<file path="src/rtl/fft_bf_sched.sv">
// Butterfly scheduler for an in-place radix-2 DIT FFT: walks LOG2N stages, emits address pairs and twiddles.
// Optional bit-reversed load phase is built when FFT_BF_SCHED_BITREV_EN is defined.
module fft_bf_sched #(
  parameter int LOG2N = 4,
  parameter int GAP   = 3
) (
  input  logic                       clk,
  input  logic                       rst,
  input  logic                       start,
  input  logic                       abort,
  output logic                       busy,
  output logic                       done,
  output logic                       bf_valid,
  input  logic                       bf_ready,
  output logic [LOG2N-1:0]           addr_a,
  output logic [LOG2N-1:0]           addr_b,
  output logic [LOG2N-2:0]           tw_idx,
  output logic [$clog2(LOG2N)-1:0]   stage,
  output logic                       bf_last,
  output logic                       ld_valid,
  output logic [LOG2N-1:0]           ld_addr,
  input  logic                       ld_ready
);

  localparam int SW = $clog2(LOG2N);
  localparam int KW = LOG2N - 1;
  localparam int GW = (GAP > 1) ? $clog2(GAP) : 1;
  localparam logic [SW-1:0] SLAST    = SW'(LOG2N - 1);
  localparam logic [KW-1:0] KMAX     = '1;
  localparam logic [GW-1:0] GAP_INIT = GW'((GAP > 0) ? GAP - 1 : 0);

  typedef enum logic [2:0] {IDLE, LOAD, RUN, GAPW, DONE} state_t;

  state_t          state_q, state_d;
  logic [SW-1:0]   s_q, s_d;
  logic [KW-1:0]   k_q, k_d;
  logic [GW-1:0]   g_q, g_d;
  logic            busy_q, done_q, valid_q, last_q;
  logic [LOG2N-1:0] a_q, b_q;
  logic [KW-1:0]   tw_q;
  logic            go;

  // k with its low s bits cleared, shifted up one, is grp*2*half; OR-ing pos completes addr_a.
  function automatic logic [KW-1:0] pos_mask(input logic [SW-1:0] s);
    return (KW'(1) << s) - KW'(1);
  endfunction

  function automatic logic [LOG2N-1:0] addr_a_of(input logic [SW-1:0] s, input logic [KW-1:0] k);
    logic [KW-1:0] m;
    m = pos_mask(s);
    return ({1'b0, k & ~m} << 1) | {1'b0, k & m};
  endfunction

  function automatic logic [KW-1:0] tw_of(input logic [SW-1:0] s, input logic [KW-1:0] k);
    return (k & pos_mask(s)) << (SLAST - s);
  endfunction

`ifdef FFT_BF_SCHED_BITREV_EN
  localparam logic [LOG2N-1:0] JMAX = '1;
  logic [LOG2N-1:0] j_q, j_d;
  logic             ldv_q;
  logic [LOG2N-1:0] lda_q;

  function automatic logic [LOG2N-1:0] bitrev(input logic [LOG2N-1:0] j);
    logic [LOG2N-1:0] r;
    for (int unsigned i = 0; i < LOG2N; i++) r[i] = j[LOG2N-1-i];
    return r;
  endfunction
`else
  logic unused_ld;
  assign unused_ld = ld_ready;
`endif

  assign go = start && (state_q == IDLE || state_q == DONE);

  always_comb begin
    state_d = state_q;
    s_d     = s_q;
    k_d     = k_q;
    g_d     = g_q;
`ifdef FFT_BF_SCHED_BITREV_EN
    j_d     = j_q;
`endif
    case (state_q)
`ifdef FFT_BF_SCHED_BITREV_EN
      LOAD: if (ldv_q && ld_ready) begin
        if (j_q == JMAX) begin
          j_d     = '0;
          state_d = RUN;
        end else begin
          j_d = j_q + LOG2N'(1);
        end
      end
`endif
      RUN: if (valid_q && bf_ready) begin
        if (k_q == KMAX) begin
          k_d = '0;
          if (GAP > 0) begin
            state_d = GAPW;
            g_d     = GAP_INIT;
          end else if (s_q == SLAST) begin
            state_d = DONE;
          end else begin
            s_d = s_q + SW'(1);
          end
        end else begin
          k_d = k_q + KW'(1);
        end
      end
      GAPW: begin
        if (g_q == '0) begin
          if (s_q == SLAST) begin
            state_d = DONE;
          end else begin
            s_d     = s_q + SW'(1);
            state_d = RUN;
          end
        end else begin
          g_d = g_q - GW'(1);
        end
      end
      DONE:    state_d = IDLE;
      default: ;
    endcase
    if (go) begin
      s_d = '0;
      k_d = '0;
`ifdef FFT_BF_SCHED_BITREV_EN
      j_d     = '0;
      state_d = LOAD;
`else
      state_d = RUN;
`endif
    end
    if (abort) state_d = IDLE;
  end

  // Output registers load from next-state so the first butterfly is visible the cycle after start.
  always_ff @(posedge clk or posedge rst) begin
    if (rst) begin
      state_q <= IDLE;
      s_q     <= '0;
      k_q     <= '0;
      g_q     <= '0;
      busy_q  <= 1'b0;
      done_q  <= 1'b0;
      valid_q <= 1'b0;
      last_q  <= 1'b0;
      a_q     <= '0;
      b_q     <= '0;
      tw_q    <= '0;
    end else begin
      state_q <= state_d;
      s_q     <= s_d;
      k_q     <= k_d;
      g_q     <= g_d;
      busy_q  <= (state_d == LOAD) || (state_d == RUN) || (state_d == GAPW);
      done_q  <= (state_d == DONE);
      valid_q <= (state_d == RUN);
      last_q  <= (state_d == RUN) && (s_d == SLAST) && (k_d == KMAX);
      a_q     <= addr_a_of(s_d, k_d);
      b_q     <= addr_a_of(s_d, k_d) | (LOG2N'(1) << s_d);
      tw_q    <= tw_of(s_d, k_d);
    end
  end

`ifdef FFT_BF_SCHED_BITREV_EN
  always_ff @(posedge clk or posedge rst) begin
    if (rst) begin
      j_q   <= '0;
      ldv_q <= 1'b0;
      lda_q <= '0;
    end else begin
      j_q   <= j_d;
      ldv_q <= (state_d == LOAD);
      lda_q <= bitrev(j_d);
    end
  end
  assign ld_valid = ldv_q;
  assign ld_addr  = lda_q;
`else
  assign ld_valid = 1'b0;
  assign ld_addr  = '0;
`endif

  assign busy     = busy_q;
  assign done     = done_q;
  assign bf_valid = valid_q;
  assign bf_last  = last_q;
  assign addr_a   = a_q;
  assign addr_b   = b_q;
  assign tw_idx   = tw_q;
  assign stage    = s_q;

endmodule

</file>
<file path="config.mk">
export PLATFORM = sky130hd
export DESIGN_NAME = fft_bf_sched
export DESIGN_NICKNAME = d
export VERILOG_FILES = /design/src/rtl/fft_bf_sched.sv
export SDC_FILE = /design/constraint.sdc
export NUM_CORES = 1
export LEC_CHECK = 0
export BUFFER_PORTS_ARGS = -buffer_cell sky130_fd_sc_hd__buf_2
export CORE_ASPECT_RATIO = 0.75
export CORE_MARGIN = 3
export CORE_UTILIZATION = 35
export CTS_CLUSTER_DIAMETER = 200
export CTS_CLUSTER_SIZE = 12
export DETAILED_ROUTE_END_ITERATION = 10
export GPL_TIMING_DRIVEN = 0
export SLEW_MARGIN = 20
export SYNTH_ARGS = -nofsm -noshare
export SYNTH_HDL_FRONTEND = slang
export SYNTH_SLANG_ARGS = --single-unit
</file>
<file path="constraint.sdc">
create_clock -name clk -period 2.9 [get_ports clk]
set_clock_uncertainty 0.1 [all_clocks]
set_input_delay 0.435 -clock clk [delete_from_list [all_inputs] [get_ports clk]]
set_output_delay 0.435 -clock clk [all_outputs]
set_load 0.005 [all_outputs]
</file>
Word level (Yosys, flattened, before mapping)
Index checks and enable logic that the tools add are counted.
Word-level totals
  register bits: 25
  latch bits: 0
  RAM bits: 0
  ROM bits: 0
  output and inout bits: 22
  word-level logic and storage cells: 68
  memories kept: 0
Cells by class
  add/sub/neg operators: 5
  $mul: 0
  div/mod/pow operators: 0
  order comparisons: 0
  eq/ne operators: 14
  shift-type cells: 3
  multiplexer cells: 19
  bitwise logic cells: 5
  reduce and logical (&&, ||, !) cells: 11
Operators with widths (count)
  2-to-1 mux 3 bit: 10
  2-to-1 mux 2 bit: 7
  equality test 3 x 2 -> 1 bit (second input constant): 4
  equality test 3 bit (second input constant): 4
  one-hot mux 3 bit (3 select lines): 1
  AND 3 bit: 2
  inequality test 2 bit (second input constant): 3
  equality test 2 bit (second input constant): 2
  logical AND 1 bit: 4
  bitwise OR 4 x 3 -> 4 bit: 1
  bitwise OR 4 bit: 1
  one-hot mux 2 bit (2 select lines): 1
  AND reduction 4 bit: 1
  << shifter 1 x 2 -> 4 bit (first input constant): 1
  adder 3 x 1 -> 3 bit (second input constant): 1
  equality test 3 x 1 -> 1 bit (second input constant): 1
  zero test 3 bit: 1
  logical OR 1 bit: 3
  inverter 3 bit: 1
  << shifter 1 x 2 -> 3 bit (first input constant): 1
  << shifter 3 x 2 -> 3 bit: 1
  subtractor 3 x 2 -> 3 bit (second input constant): 1
  adder 2 x 1 -> 2 bit (second input constant): 1
  zero test 2 bit: 1
  other kinds (3): 3

Longest topological paths before layout
Gate-level depths: netlist (run 1).
  word-level depth: 11
  gate-level depth with buffers: 7
  depth with buffers taken out: 7

Worst setup path after synthesis (run 1)
OpenSTA, ideal clock, no wires.
  kind: register to register
  from: register k_q[0]
  to: register tw_q[1], in the netlist tw_idx[1]
  library setup time: 0.096 ns
  data arrival time: 1.585 ns
  path slack: 1.119 ns
  cell stages (with the launch flop): 6
  buffers on the path: 0
  clock period less this slack: 1.781 ns
  cells stage by stage: dfrtp_1 ha_1 ha_1 nor4_1 o21ai_1 o31ai_1
Between the ends
  cells in the longest elaborated chain, start to end: 7
RTL lines
  start, declared: RTL line 36  | logic [KW-1:0] k_q, k_d;
  start signal, assigned: RTL line 155  | k_q <= k_d;
  adder 3 x 1 -> 3 bit or equality test 3 bit (tied branches): RTL line 107, 96
  2-to-1 mux 3 bit: RTL line 96  | if (k_q == KMAX) begin
  2-to-1 mux 3 bit: RTL line 95  | RUN: if (valid_q && bf_ready) begin
  2-to-1 mux 3 bit (*): RTL line 84  | case (state_q)
  2-to-1 mux 3 bit (*): RTL line 125  | if (go) begin
  AND 3 bit (*): RTL line 55  | return (k & pos_mask(s)) << (SLAST - s);
  << shifter 3 x 2 -> 3 bit (*): RTL line 55
  end signal, assigned: RTL line 163  | tw_q <= tw_of(s_d, k_d);
  end, declared: RTL line 40  | logic [KW-1:0] tw_q;
Mark *: on every way between the ends. The rest lies on a longest branch, timed or not.
A chain may end at the register's enable or synchronous reset.

Worst setup path in the final report (run 1)
Same ends and word-level chain as after synthesis.

==> results of run 1 <==
## synth_stat cells, types with 2 or more instances
library cell                n
sky130_fd_sc_hd__a22oi_1    3
sky130_fd_sc_hd__nand4b_4   2
sky130_fd_sc_hd__nor2_1    10
sky130_fd_sc_hd__inv_1     11
sky130_fd_sc_hd__dfrtp_1   25
sky130_fd_sc_hd__nor3b_1    2
sky130_fd_sc_hd__nand2_1    7
sky130_fd_sc_hd__o21ai_0    2
sky130_fd_sc_hd__nand2b_1   2
sky130_fd_sc_hd__ha_1       3
sky130_fd_sc_hd__o31ai_1    2
sky130_fd_sc_hd__o21a_1     4
sky130_fd_sc_hd__buf_4      6
sky130_fd_sc_hd__o21ai_1    3
## routing by layer
metal	vias up	share of wire, %	GRT usage, %
met5	-	0	0
met4	0	1.2	3.30
met3	4	5.7	4.05
met2	24	43	18.3
met1	429	50	18.0
li1	454	-	-
## final cells by class
| cell class | instances | area share (%) |
|---|---|---|
| sequential | 25 | 42.9 |
| multi-input combinational | 73 | 36.3 |
| timing repair buffer | 21 | 7.21 |
| buffer | 7 | 3.86 |
| tap | 40 | 3.43 |
| inverter | 12 | 3.09 |
| clock buffer | 3 | 2.83 |
| clock inverter | 1 | 0.343 |
## stage by stage
step / instance area [um2] / setup slack (ps) / power (W) / instances
floorplan: 1260 / 1120 / 0.000493 / 117
global placement: 1410 / 867 / 0.000521 / 178
detailed placement: 1410 / 790 / 0.000527 / 178
CTS: 1460 / 774 / 0.000732 / 182
global route: 1460 / 615 / 0.000763 / 182
finish: 1460 / 820 / 0.000719 / 182
## how the worst max path moves through the flow
stage	slack (ps)	end	cells past startpoint
final	820	tw_idx[1]	5
after global routing	610	tw_idx[1]	5
after CTS	770	tw_idx[1]	5
after detailed placement	790	tw_idx[1]	5
after global placement	870	tw_idx[1]	5
after floorplan	1120	tw_idx[1]	5
## kinds of logic (layout without fill, tap and decap cells)
kind of cell,after synthesis,count (layout),synth area share [%]
AO/OA/AOI/OAI,28,28,17.5
XOR/XNOR,1,1,0.706
adder cells (fa/ha/maj),3,3,3.02
buffers and inverters,19,44,8.16
flip-flops,25,25,50.4
multiplexers,1,1,0.907
other,1,5,0.302
AND/OR/NAND/NOR,35,35,19.0
## cells in the final DEF, fill, tap and decap left out, types with 2 or more instances in the layout
cell type | synthesis | final
sky130_fd_sc_hd__a22oi_1 | 3 | 3
sky130_fd_sc_hd__buf_2 | 0 | 21
sky130_fd_sc_hd__buf_4 | 6 | 6
sky130_fd_sc_hd__clkbuf_8 | 0 | 3
sky130_fd_sc_hd__conb_1 | 1 | 5
sky130_fd_sc_hd__dfrtp_1 | 25 | 25
sky130_fd_sc_hd__ha_1 | 3 | 3
sky130_fd_sc_hd__inv_1 | 11 | 11
sky130_fd_sc_hd__nand2_1 | 7 | 7
sky130_fd_sc_hd__nand2b_1 | 2 | 2
sky130_fd_sc_hd__nand4b_4 | 2 | 2
sky130_fd_sc_hd__nor2_1 | 10 | 10
sky130_fd_sc_hd__nor3b_1 | 2 | 2
sky130_fd_sc_hd__o21a_1 | 4 | 4
sky130_fd_sc_hd__o21ai_0 | 2 | 2
sky130_fd_sc_hd__o21ai_1 | 3 | 3
sky130_fd_sc_hd__o31ai_1 | 2 | 2
## state kept, by name (all words and copies together), names as in the netlist
signal    cells
g_q           2
tw_idx        3
state_q       3
bf_last       1
bf_valid      1
addr_a        4
busy          1
stage         2
done          1
addr_b        4
k_q           3
## critical path: cells and delay by family (launching register included)
kind                     cells  cell delay [ps]
AO/OA/AOI/OAI                2              610
adder cells (fa/ha/maj)      2              450
flip-flops                   1              430
AND/OR/NAND/NOR              1              390
## report_power, final
group | switching (W) | total, W | internal, W
Combinational | 0.0000746 | 0.000130 | 0.0000550
Sequential | 0.0000135 | 0.000388 | 0.000374
Clock | 0.000106 | 0.000202 | 0.0000961
==> results.txt, run 1 <==
- The repair_antennas step left the layout with diodes totalling 0.
* Area added between synthesis and finish: 17.4%
* Total grt overflow: 0
- Final total negative setup slack: 0 ps
- Largest net degree at the start of global routing: 26
* Chip width: 74.8 um
- Setup violations remaining at the end of the flow were counted as 0.
- After detailed routing, the number of remaining DRC violations is 0.
- Sequential area share after synthesis: 50.4%
* Worst path arrival time: 2140 ps
- Clk root buf: sky130_fd_sc_hd__clkbuf_8
- Count of TritonRoute iterations in the first routing pass: 4
- Clock-pin slew was measured on the worst setup and hold paths at roughly 80 ps.
- Pin placement for this block handled 28 I/O pins.
* Most common flop cell mapped by yosys: sky130_fd_sc_hd__dfrtp_1
- Total routed wirelength: 2330 um
* Required time of the critical path: 2960 ps
* Post-CTS setup buffer count: 0
- Power spread over the standard cell area amounts to 493 nW/um2.
- After legalization and detailed placement, the total HPWL measured 1820 um.
* CTS H-Tree Depth: 1
* Slew HR: about two fifths
- The average instance in the mapped netlist occupies 11.0 um2.
* Class of the tightest hold or removal check: in -> async
- The congestion estimate from routability-driven global placement came to 0.818.
- Internal reg-to-reg setup slack: between 800 and 900 ps
- Number of library cell types mapped by synthesis: 45
- Of all flip-flops after synthesis, the portion carrying an async set or reset was 100%.
* Storage element area: 626 um2
- Number of nets still failing antenna checks after routing: 0
- The cell area that synthesis handed to floorplanning was ~1200 um2.
* Reg-to-reg critical path startpoint: k_q[0]
- Max-cap violations in this run came to 0.
* Number of rows created at floorplan: 18
* Core region area: 3360 um2
- Number of port buffers: 21
* Average detailed-routed wire length per instance: 12.8 um
* Share of layout cells above drive strength 1: 28.2%
- After synthesis, the largest area contributor takes up 50.4% of total cell area.
* Clock sink count: 25
- Hold timing on the final database bottoms out at a slack of 247 ps.
- Slew at the pin with the worst max-slew slack: ~900 ps
- For the worst-skew pair, the clock arrives at the later sink with an insertion delay of 270 ps.
* First-pass GRT wire length: 4110 um
* Count of fill cells added during filler insertion: 327
- Final design utilization: 43.4%
- Synthesis handed over a netlist of roughly 110 instances.
- STA classifies the critical path startpoint as a register.
- R2R depth: 5
- Number of warnings issued by yosys: 0
- By area the synthesized netlist is led by sky130_fd_sc_hd__dfrtp_1 50%, sky130_fd_sc_hd__nand4b_4 3.8%, sky130_fd_sc_hd__buf_4 3.6%.
- Cell-by-cell listing of the critical path: ha_1, ha_1, nor4_1, o21ai_1, o31ai_1
- Slowest CP cell: sky130_fd_sc_hd__dfrtp_1
* Peak clock frequency supported by timing: 481 MHz
- Maximum buffer depth of the clock tree: 2
- Initial core utilization: 37.0%
- Of all nets on the critical path, the largest fanout is 7.
* Mean number of vias per cell: 5.01
- Die Footprint: 4300 um2
* Number of CTS-inserted buffers: 3
* EDFF count, synth: 0
- CP Launch Point: k_q[0]
- Number of antenna violations at the first check in global routing: 0
- Global-route usage over all layers: 12.6%
- # resized after CTS: 0
* Category of the critical setup timing path: reg -> reg
- Counting stages on the worst path, the most repeated cell is sky130_fd_sc_hd__ha_1.
- IR analysis of the VDD net gives a maximum drop of 0.253 mV.
- The via count of the first global-routing pass came to about 900.
- Status: completed
* Setup repair after global routing missed its margin: no
- STA classifies the critical path endpoint as a register.
- Chip Height: 57.6 um
- Count of final hold-check violations: 0
* Tmin final: 2080 ps
* Multi-input combinational cell area: 529 um2
* Area leader, netlist: sky130_fd_sc_hd__dfrtp_1
- In this design, the stage delay of the slowest critical-path cell is ~430 ps.
* CTS tree: yes
- Summing over every cut layer, the via total after detailed routing is 911.
- Number of DRC markers in iteration 0: 28
- In the finished design, the share of the clock period the worst path needs comes to a little under three quarters.
- Worst reg2reg path endpoint: tw_idx[1]
- Count of pins over their slew limit: 0
- # nets final: 152
- Total of hold buffers inserted after clock tree synthesis: 0
* Static leakage power: 0.792 nW
* Post-synthesis sequential element count: 25
Note: power is estimated with default switching activity, not from simulation.
==> inputs of run 2 (changes only) <==
==> constraint.sdc (replaced) <==
create_clock -name clk -period 2.2 [get_ports clk]
set_clock_uncertainty 0.1 [all_clocks]
set_input_delay 0.33 -clock clk [delete_from_list [all_inputs] [get_ports clk]]
set_output_delay 0.33 -clock clk [all_outputs]
set_load 0.005 [all_outputs]
==> results.txt, run 2 (synthesis results as in run 1) <==
- The transition time at the pin with the least slew margin is 900 ps (about the same).
- Clk_lat worst skew: 270 ps (about the same)
- Number of antenna violations at the first check in global routing: 0 (unchanged)
* Clk root buf: sky130_fd_sc_hd__clkbuf_8 (unchanged)
* Most prevalent standard cell on the critical path: sky130_fd_sc_hd__ha_1 (unchanged)
- The post-detailed-route via-to-cell ratio is 4.97 (was 5.01).
* Category of the critical setup timing path: reg -> reg (unchanged)
* Clock sink count: 25 (unchanged)
- The number of buffers and inverters on the critical path came to 0 (unchanged).
- Share of layout cells above drive strength 1: 29.6% (was 28.2%)
* Element type at the critical path end: register (unchanged)
* Global-route usage over all layers: 12.6% (unchanged)
- Cell-by-cell listing of the critical path: ha_1, ha_1, nor4b_2, nor2_1, o311ai_1 (was ha_1, ha_1, nor4_1, o21ai_1, o31ai_1).
- Boundary pin count: 28 (unchanged)
* Number of max-cap violations: 0 (unchanged)
- The setup total negative slack was 0 ps (unchanged).
* Final critical-path share of the clock period: 91.1% (was 71.7%)
- The kind of start point of the critical path is a register (unchanged).
- The horizontal die dimension came to 74.8 um (unchanged).
- The relative slew slack was 40.0% (about the same).
* First-pass GRT wire length: 4110 um (unchanged)
* CTS tree: yes (unchanged)
- The worst reg2reg path depth is 5 (unchanged).
- Number of nets still failing antenna checks after routing: 0 (unchanged)
* Most common library cell in the layout ignoring fill and taps: sky130_fd_sc_hd__dfrtp_1 (unchanged)
- Internal reg-to-reg setup slack: 200 ps (was 820 ps)
- The max-slew violation total from the final report was 0 (unchanged).
- Tmin final: 2000 ps (was 2080 ps)
* Total routed wirelength: 2320 um (was 2330 um)
- Count of fill cells added during filler insertion: 324 (was 327)
- The total power consumption of the routed design was 0.000949 W (was 0.000719 W).
- The count of hold-fix buffers inserted at cts is 0 (unchanged).
- Number of global-route vias before repair: 896 (unchanged)
* Core region area: 3360 um2 (unchanged)
- The clock-pin slew of the registers on the worst-case setup and hold paths is 80 ps (about the same).
- Total grt overflow: 0 (unchanged)
- The number of search-and-repair iterations in the first detailed-routing pass came to 4 (unchanged).
* Post-route DRC violation count: 0 (unchanged)
- Class of the tightest hold or removal check: in -> async (unchanged)
- Leading cell types in the layout, fill and taps excluded: 25 x sky130_fd_sc_hd__dfrtp_1, 21 x sky130_fd_sc_hd__buf_2, 11 x sky130_fd_sc_hd__inv_1, 10 x sky130_fd_sc_hd__nor2_1, 7 x sky130_fd_sc_hd__nand2_1 (unchanged).
* Number of port buffers: 21 (unchanged)
* Estimated wirelength of the detail-placed design: 1820 um (unchanged)
- Reg-to-reg critical path startpoint: k_q[0] (unchanged)
- The final weighted congestion in routability-driven placement is 0.818 (unchanged).
- Vias: 905 (was 911)
- Worst reg2reg path endpoint: tw_idx[2] (was tw_idx[1])
* Area added between synthesis and finish: 18.2% (was 17.4%)
- Maximum buffer depth of the clock tree: 2 (unchanged)
- The slowest stage cell on the critical path is sky130_fd_sc_hd__dfrtp_1 (unchanged).
- Static leakage power: 0.794 nW (was 0.792 nW)
- The floorplan die height was 57.6 um (unchanged).
- Required time of the critical path: 2270 ps (was 2960 ps)
* Die Footprint: 4300 um2 (unchanged)
- Status: completed (unchanged)
- Largest net degree at the start of global routing: 26 (unchanged)
* Final count of negative-setup-slack endpoints: 0 (unchanged)
* Number of rows created at floorplan: 18 (unchanged)
* Peak clock frequency supported by timing: 499 MHz (was 481 MHz)
* Number of CTS-inserted buffers: 3 (unchanged)
- Number of DRC markers in iteration 0: 27 (was 28)
- Dominant delay contributor by cell family on the critical path: simple AND/OR/NAND/NOR gates (was compound AO/OA/AOI/OAI gates)
- The smallest hold slack is 143 ps (was 247 ps).
- The ratio of total power to cell area is 647 nW/um2 (was 493 nW/um2).
* N_diodes: 0 (unchanged)
* Maximum single-stage delay on the critical path: 440 ps (was 430 ps)
- Initial core utilization: 37.0% (unchanged)
- Count of final hold-check violations: 0 (unchanged)
- Worst path arrival time: 2070 ps (was 2140 ps)
* Setup repair after global routing missed its margin: no (unchanged)
- # nets final: 152 (unchanged)
- The average wire length per cell after detail routing came to 12.7 um (was 12.8 um).
- Peak fanout along the critical path: 5 (was 7)
- The number of levels the H-tree was split into was 1 (unchanged).
- The maximum vdd drop was 0.333 mV (was 0.253 mV).
==> run 2: changes by cell type in the layout (fill, tap and decap cells not counted) <==
| cell | change |
|---|---|
| sky130_fd_sc_hd__nor4_2 | +1 |
| sky130_fd_sc_hd__o21ai_1 | -1 |
| sky130_fd_sc_hd__nor4_1 | -1 |
| sky130_fd_sc_hd__o21ai_2 | +1 |
==> run 2: layout make-up <==
cell class | instances | area (um2) | share of cell area, %
Buffer | 7 | 56.3 | 3.84
Clock buffer | 3 | 41.3 | 2.81
Clock inverter | 1 | 5.00 | 0.341
Inverter | 12 | 45.0 | 3.07
Multi-Input combinational cell | 73 | 539 | 36.7
Sequential cell | 25 | 626 | 42.6
Tap cell | 40 | 50.0 | 3.41
Timing Repair Buffer | 21 | 105 | 7.16
==> run 2: worst max path at each step <==
stage	startpoint	endpoint	slack, ps	depth (start not counted)
global route	k_q[0]	tw_idx[2]	30	5
detailed placement	k_q[0]	tw_idx[1]	90	5
finish	k_q[0]	tw_idx[2]	200	5
floorplan	k_q[0]	tw_idx[1]	420	5
CTS	k_q[0]	tw_idx[1]	70	5
global placement	k_q[0]	tw_idx[1]	170	5
==> run 2: routing by layer <==
| metal | vias to the layer above | wire [um] | GRT usage [%] |
|---|---|---|---|
| met5 | - | 0 | 0 |
| met2 | 21 | 1020 | 18.3 |
| met1 | 428 | 1140 | 18.0 |
| met3 | 4 | 136 | 4.05 |
| met4 | 0 | 29 | 3.30 |
| li1 | 452 | - | - |
==> run 2: timing repair <==
item / 4_1_cts / 5_1_grt
buffers inserted: 0 / 0
resized for setup: 0 / 2
setup endpoints to repair: 0 / 1
endpoints found under the hold margin: 0 / 0
==> run 2: power breakdown <==
| part | switching, W | leakage (nW) | internal (W) | total, W |
|---|---|---|---|---|
| combinational | 0.0000995 | 0.435 | 0.0000732 | 0.000173 |
| clock | 0.000139 | 0.0255 | 0.000127 | 0.000266 |
| sequential | 0.0000180 | 0.333 | 0.000493 | 0.000511 |
==> run 2: metrics by stage <==
| step | setup slack, ps | cells | utilization, % | area (um2) |
|---|---|---|---|---|
| 2_1_floorplan | 419 | 117 | - | 1260 |
| 3_3_place_gp | 167 | 178 | 42.1 | 1410 |
| 3_5_place_dp | 90.1 | 178 | 42.1 | 1410 |
| 4_1_cts | 74.5 | 182 | 43.4 | 1460 |
| 5_1_grt | 30.4 | 182 | 43.7 | 1470 |
| 6_report | 195 | 182 | 43.7 | 1470 |
